File: config.mk
export PLATFORM = sky130hd
export DESIGN_NAME = decoder_pipe
export DESIGN_NICKNAME = d
export VERILOG_FILES = /design/src/rtl/decoder_pkg.sv /design/src/rtl/decoder_core.sv /design/src/rtl/decoder_pipe.sv
export SDC_FILE = /design/constraint.sdc
export NUM_CORES = 1
export LEC_CHECK = 0
export ABC_AREA = 0
export BUFFER_PORTS_ARGS = -buffer_cell sky130_fd_sc_hd__buf_4
export CORE_AREA = 8 8 45 47
export CTS_CLUSTER_SIZE = 14
export DETAILED_ROUTE_END_ITERATION = 8
export DIE_AREA = 0 0 53 55
export GPL_TIMING_DRIVEN = 1
export PLACE_DENSITY_LB_ADDON = 0.08
export SYNTH_ARGS = -nofsm -noshare
export SYNTH_HDL_FRONTEND = slang
export SYNTH_SLANG_ARGS = --single-unit
File: constraint.sdc
create_clock -name clk -period 1.6 [get_ports clk]
set_input_delay 0.08 -clock clk [delete_from_list [all_inputs] [get_ports clk]]
set_output_delay 0.08 -clock clk [all_outputs]
set_load 0.005 [all_outputs]
File: src/rtl/decoder_pkg.sv
// decoder_pkg: shared types and constants for decoder_pipe.
//   dec_mode_e  : per-transaction decode mode (one-hot / thermometer)
//   dec_state_e : occupancy state of the output/skid storage
//   STAT_W      : width of the optional transfer counters
//   cmp_width() : width used to compare a code against OUT_W without wrap
package decoder_pkg;

  typedef enum logic {
    DEC_ONEHOT = 1'b0,
    DEC_THERMO = 1'b1
  } dec_mode_e;

  typedef enum logic [1:0] {
    ST_EMPTY,
    ST_ONE,
    ST_TWO
  } dec_state_e;

  localparam int unsigned STAT_W = 16;

  // Wide enough to hold both any input code and the value OUT_W itself.
  function automatic int unsigned cmp_width(int unsigned in_w, int unsigned out_w);
    int unsigned lim_w;
    lim_w = $clog2(out_w) + 1;
    return (in_w > lim_w) ? in_w : lim_w;
  endfunction

endpackage

File: src/rtl/decoder_core.sv
// decoder_core: combinational binary decoder.
//   i_code [IN_W]  : binary code
//   i_mode         : DEC_ONEHOT -> vec[i] = (i == code)
//                    DEC_THERMO -> vec[i] = (i <= code)
//   o_vec  [OUT_W] : decoded vector, all zero when the code is out of range
//   o_err          : code >= OUT_W
module decoder_core
  import decoder_pkg::*;
#(
  parameter int unsigned IN_W  = 2,
  parameter int unsigned OUT_W = 4
) (
  input  logic [IN_W-1:0]  i_code,
  input  dec_mode_e        i_mode,
  output logic [OUT_W-1:0] o_vec,
  output logic             o_err
);

  localparam int unsigned CMP_W = cmp_width(IN_W, OUT_W);

  logic [CMP_W-1:0] w_code_x;
  logic [CMP_W-1:0] w_lim;

  // Zero-extend so a code equal to OUT_W never aliases back onto line 0.
  assign w_code_x = CMP_W'(i_code);
  assign w_lim    = CMP_W'(OUT_W);

  always_comb begin
    o_err = (w_code_x >= w_lim);
    o_vec = '0;
    if (!o_err) begin
      for (int unsigned i = 0; i < OUT_W; i++) begin
        if (i_mode == DEC_THERMO) o_vec[i] = (CMP_W'(i) <= w_code_x);
        else                      o_vec[i] = (CMP_W'(i) == w_code_x);
      end
    end
  end

endmodule

File: src/rtl/decoder_pipe.sv
// decoder_pipe: registered N-to-M decoder with valid/ready on both sides and
// a two-entry (output register + skid register) buffer.
//   clk, rst              : clock, synchronous active-high reset
//   in_valid/in_ready     : input handshake; in_ready depends on state only
//   in_code, in_mode      : code to decode, 0 = one-hot, 1 = thermometer
//   out_valid/out_ready   : output handshake
//   out_vec, out_err      : decoded vector and out-of-range flag
// Optional (macro DECODER_PIPE_STATS_EN):
//   stat_cnt, stat_err_cnt: saturating counts of output transfers / error transfers
module decoder_pipe
  import decoder_pkg::*;
#(
  parameter int unsigned IN_W       = 2,
  parameter int unsigned OUT_W      = 4,
  parameter int unsigned THERMO_DEF = 0
) (
  input  logic              clk,
  input  logic              rst,
  input  logic              in_valid,
  output logic              in_ready,
  input  logic [IN_W-1:0]   in_code,
  input  logic              in_mode,
  output logic              out_valid,
  input  logic              out_ready,
  output logic [OUT_W-1:0]  out_vec,
  output logic              out_err
`ifdef DECODER_PIPE_STATS_EN
  ,
  output logic [STAT_W-1:0] stat_cnt,
  output logic [STAT_W-1:0] stat_err_cnt
`endif
);

  // THERMO_DEF only documents the integration default of in_mode.
  generate
    if (IN_W < 1 || IN_W > 8 || OUT_W < 1 || OUT_W > (1 << IN_W) || THERMO_DEF > 1) begin : g_bad_param
      $error("decoder_pipe: illegal parameter set");
    end
  endgenerate

  dec_state_e       r_state;
  dec_state_e       w_state_nxt;
  logic [OUT_W-1:0] r_or_vec;
  logic             r_or_err;
  logic [OUT_W-1:0] r_sk_vec;
  logic             r_sk_err;

  logic [OUT_W-1:0] w_dec_vec;
  logic             w_dec_err;
  logic             w_accept;
  logic             w_xfer;
  logic             w_load_or_new;
  logic             w_load_or_sk;
  logic             w_load_sk;

  decoder_core #(
    .IN_W  (IN_W),
    .OUT_W (OUT_W)
  ) u_core (
    .i_code (in_code),
    .i_mode (dec_mode_e'(in_mode)),
    .o_vec  (w_dec_vec),
    .o_err  (w_dec_err)
  );

  assign w_accept = in_valid && in_ready;
  assign w_xfer   = out_valid && out_ready;
  assign out_vec  = r_or_vec;
  assign out_err  = r_or_err;

  always_comb begin
    w_state_nxt   = r_state;
    w_load_or_new = 1'b0;
    w_load_or_sk  = 1'b0;
    w_load_sk     = 1'b0;
    out_valid     = (r_state != ST_EMPTY);
    in_ready      = (r_state != ST_TWO) && !rst;
    unique case (r_state)
      ST_EMPTY: begin
        if (w_accept) begin
          w_state_nxt   = ST_ONE;
          w_load_or_new = 1'b1;
        end
      end
      ST_ONE: begin
        if (w_accept && w_xfer) begin
          w_load_or_new = 1'b1;
        end else if (w_accept) begin
          w_state_nxt = ST_TWO;
          w_load_sk   = 1'b1;
        end else if (w_xfer) begin
          w_state_nxt = ST_EMPTY;
        end
      end
      ST_TWO: begin
        if (w_xfer) begin
          w_state_nxt  = ST_ONE;
          w_load_or_sk = 1'b1;
        end
      end
      default: w_state_nxt = ST_EMPTY;
    endcase
  end

  always_ff @(posedge clk) begin
    if (rst) begin
      r_state  <= ST_EMPTY;
      r_or_vec <= '0;
      r_or_err <= 1'b0;
      r_sk_vec <= '0;
      r_sk_err <= 1'b0;
    end else begin
      r_state <= w_state_nxt;
      if (w_load_or_new) begin
        r_or_vec <= w_dec_vec;
        r_or_err <= w_dec_err;
      end else if (w_load_or_sk) begin
        r_or_vec <= r_sk_vec;
        r_or_err <= r_sk_err;
      end
      if (w_load_sk) begin
        r_sk_vec <= w_dec_vec;
        r_sk_err <= w_dec_err;
      end
    end
  end

`ifdef DECODER_PIPE_STATS_EN
  logic [STAT_W-1:0] r_stat_cnt;
  logic [STAT_W-1:0] r_stat_err_cnt;

  always_ff @(posedge clk) begin
    if (rst) begin
      r_stat_cnt     <= '0;
      r_stat_err_cnt <= '0;
    end else if (w_xfer) begin
      if (r_stat_cnt != '1)                  r_stat_cnt     <= r_stat_cnt + STAT_W'(1);
      if (r_or_err && (r_stat_err_cnt != '1)) r_stat_err_cnt <= r_stat_err_cnt + STAT_W'(1);
    end
  end

  assign stat_cnt     = r_stat_cnt;
  assign stat_err_cnt = r_stat_err_cnt;
`endif

endmodule

==> flow_summary.json <==
{
  "period_share_pct": 81.2,
  "num_io_pins": 14,
  "finalSetupViolations": 0,
  "grt_overflow": 0,
  "dieArea_mm2": 0.00292,
  "end_kind": "flip-flop",
  "ys_async_sr_fraction_pct": 0,
  "dpl-instance-area_um2": 628,
  "crit_start": "r_state[1]",
  "die_h_um": 55,
  "yosys-top-cells-count": "dfxtp_1, a21oi_1, mux2i_1, nand2_1, nor3_1",
  "nNetsFinal": 82,
  "wirelength_mm": 1.20,
  "synth_area_leader_cell": "dfxtp_1",
  "place.gp.congestion": 0.847,
  "synth_nets": 70,
  "required_ns": 1.76,
  "min_period_ns": 1.30,
  "cts_resized": 0,
  "synth_most_common_cell": "dfxtp_1",
  "hp-class": "in2reg",
  "cts_root_buf": "clkbuf_4",
  "ys_seq_area_share_pct": 36.5,
  "hold_violations": 0,
  "rsz0062_at_grt": "false",
  "r2r-start": "r_state[1]",
  "synthCells": 63,
  "drc": 0,
  "r2r_slack_ns": 0.30,
  "crit_fanout": 8,
  "cts_tree": "built",
  "core-area_mm2": 0.00138,
  "grt_usage_pct": 9.59,
  "yosysTopAreaCellShare_pct": 36.5,
  "grt_max_degree": 14,
  "wl_per_cell_um": 13.5,
  "crit_arrival_ns": 1.46,
  "cts_hold_buf": 0,
  "max_clock_freq_ghz": 0.770,
  "fp-row-count": 14,
  "viasPerCell": 5.60,
  "antenna_left": 0,
  "ys.flop_type": "dfxtp_1",
  "antennaDiodeCount": 0,
  "cp-endpoint": "out_vec[0]",
  "clock-sinks": 10,
  "cts_buffers": 3,
  "drt_iter0_drc": 15,
  "chipWidth_um": 53,
  "htree_levels": 1,
  "min-delay-start": "out_ready",
  "irDropWorstVdd_v": 0.000372,
  "port-buffer-count": 12,
  "power_density_mw_per_mm2": 823,
  "yosysUniqueCellTypes": 28,
  "fin_area_um2": 651,
  "grt_pass1_vias": 450,
  "vias": 498,
  "utilization_pct": 47.0,
  "crit_type": "reg2reg",
  "area_growth_pct": 18.7,
  "grt_pass1_wl_mm": 2.01,
  "slew_viol_final": 0,
  "status": "finished clean",
  "netlist_area_um2": 548,
  "p_leak_nw": 0.258,
  "synth_edf_count": 0,
  "fin_skew_ns": 0.00235,
  "setup_tns_ns": 0,
  "avgSynthCellArea_um2": 8.70,
  "antenna_found_initial": 0,
  "clock_latency_ns": 0.26,
  "clk_pin_slew_ns": 0.06,
  "yosys-top-cells-area": "dfxtp_1, mux2i_1, a21oi_1, a311oi_1, nor3_1",
  "start_util_pct": 39.6,
  "ys_ff_latch": 10,
  "post_cts_buffers": 0,
  "critPathLaunchType": "flip-flop",
  "r2r_end": "out_vec[0]",
  "place_hpwl_um": 915,
  "maxCapViolations": 0,
  "cts_buffer_depth": 2,
  "drt_pass1_iterations": 4,
  "layout-drive-gt1-share_pct": 30.1,
  "r2r_cells": 3,
  "synth_warnings": 0
}
state kept, by name, indices dropped and copies added, names as in the netlist:
signal and cells:
r_sk_vec 4, out_vec 4, r_state 2
worst min-delay path by stage:
stage                     slack, ns           to  cells past startpoint
after detailed placement       0.32   r_state[1]                      2
after global routing           0.04   r_state[1]                      2
after global placement         0.32   r_state[1]                      2
final                          0.05   r_state[1]                      2
after CTS                      0.04   r_state[1]                      2
after floorplan                0.23  r_sk_vec[2]                      2
cell type report:
type / instances / area [um^2]
multi-input combinational: 47 / 310
timing repair buffer: 13 / 97.6
fill: 141 / 733
clock buffer: 3 / 22.5
sequential: 10 / 200
tap: 16 / 20.0
report_power, final:
group	internal, W	leakage [nW]	total, W	switching (W)
sequential	0.000261	0.0817	0.000270	0.00000948
clock	0.0000867	0.0138	0.000167	0.0000802
combinational	0.0000512	0.162	0.0000984	0.0000473
worst max-delay path, stage by stage (launching register included):
cell and delay (ns):
dfxtp_1 0.37, nor3b_2 0.38, nand2_1 0.18, a311oi_1 0.26
metal layers:
metal / vias to the layer above / GRT usage (%) / share of wire [%]
li1: 251 / - / -
met2: 19 / 14.3 / 48
met3: 2 / 4.81 / 7.0
met1: 226 / 10.6 / 44
met5: - / 0 / 0
met4: 0 / 6.47 / 1.1
through the flow:
step                hold slack (ns)  cells  power (W)  setup WS, ns
detailed placement            0.319     86   0.000375         0.314
floorplan                     0.230     63   0.000334         0.326
CTS                          0.0380     89   0.000546         0.295
global placement              0.317     86   0.000375         0.335
finish                       0.0455     89   0.000536         0.301
global route                 0.0394     89   0.000584         0.191
cell families after synthesis:
family / count (synthesis) / synth area share (%)
compound gates: 18 / 22.8
buf+inv: 6 / 6.85
flops: 10 / 36.5
mux: 4 / 7.31
other cells: 1 / 0.684
simple gates: 24 / 25.8
cell usage in the layout (no fill, tap or decap), drive strengths merged, types with 2 or more instances in the layout:
master	instances
buf	13
dfxtp	10
a21oi	7
nor3	4
nand2	4
mux2i	4
a311oi	3
clkbuf	3
a211oi	3
nor2b	2
nor2	2
nand2b	2
nand3	2
nand4	2
o21ai	2
or3b	2
(Power assumes the default switching activity.)
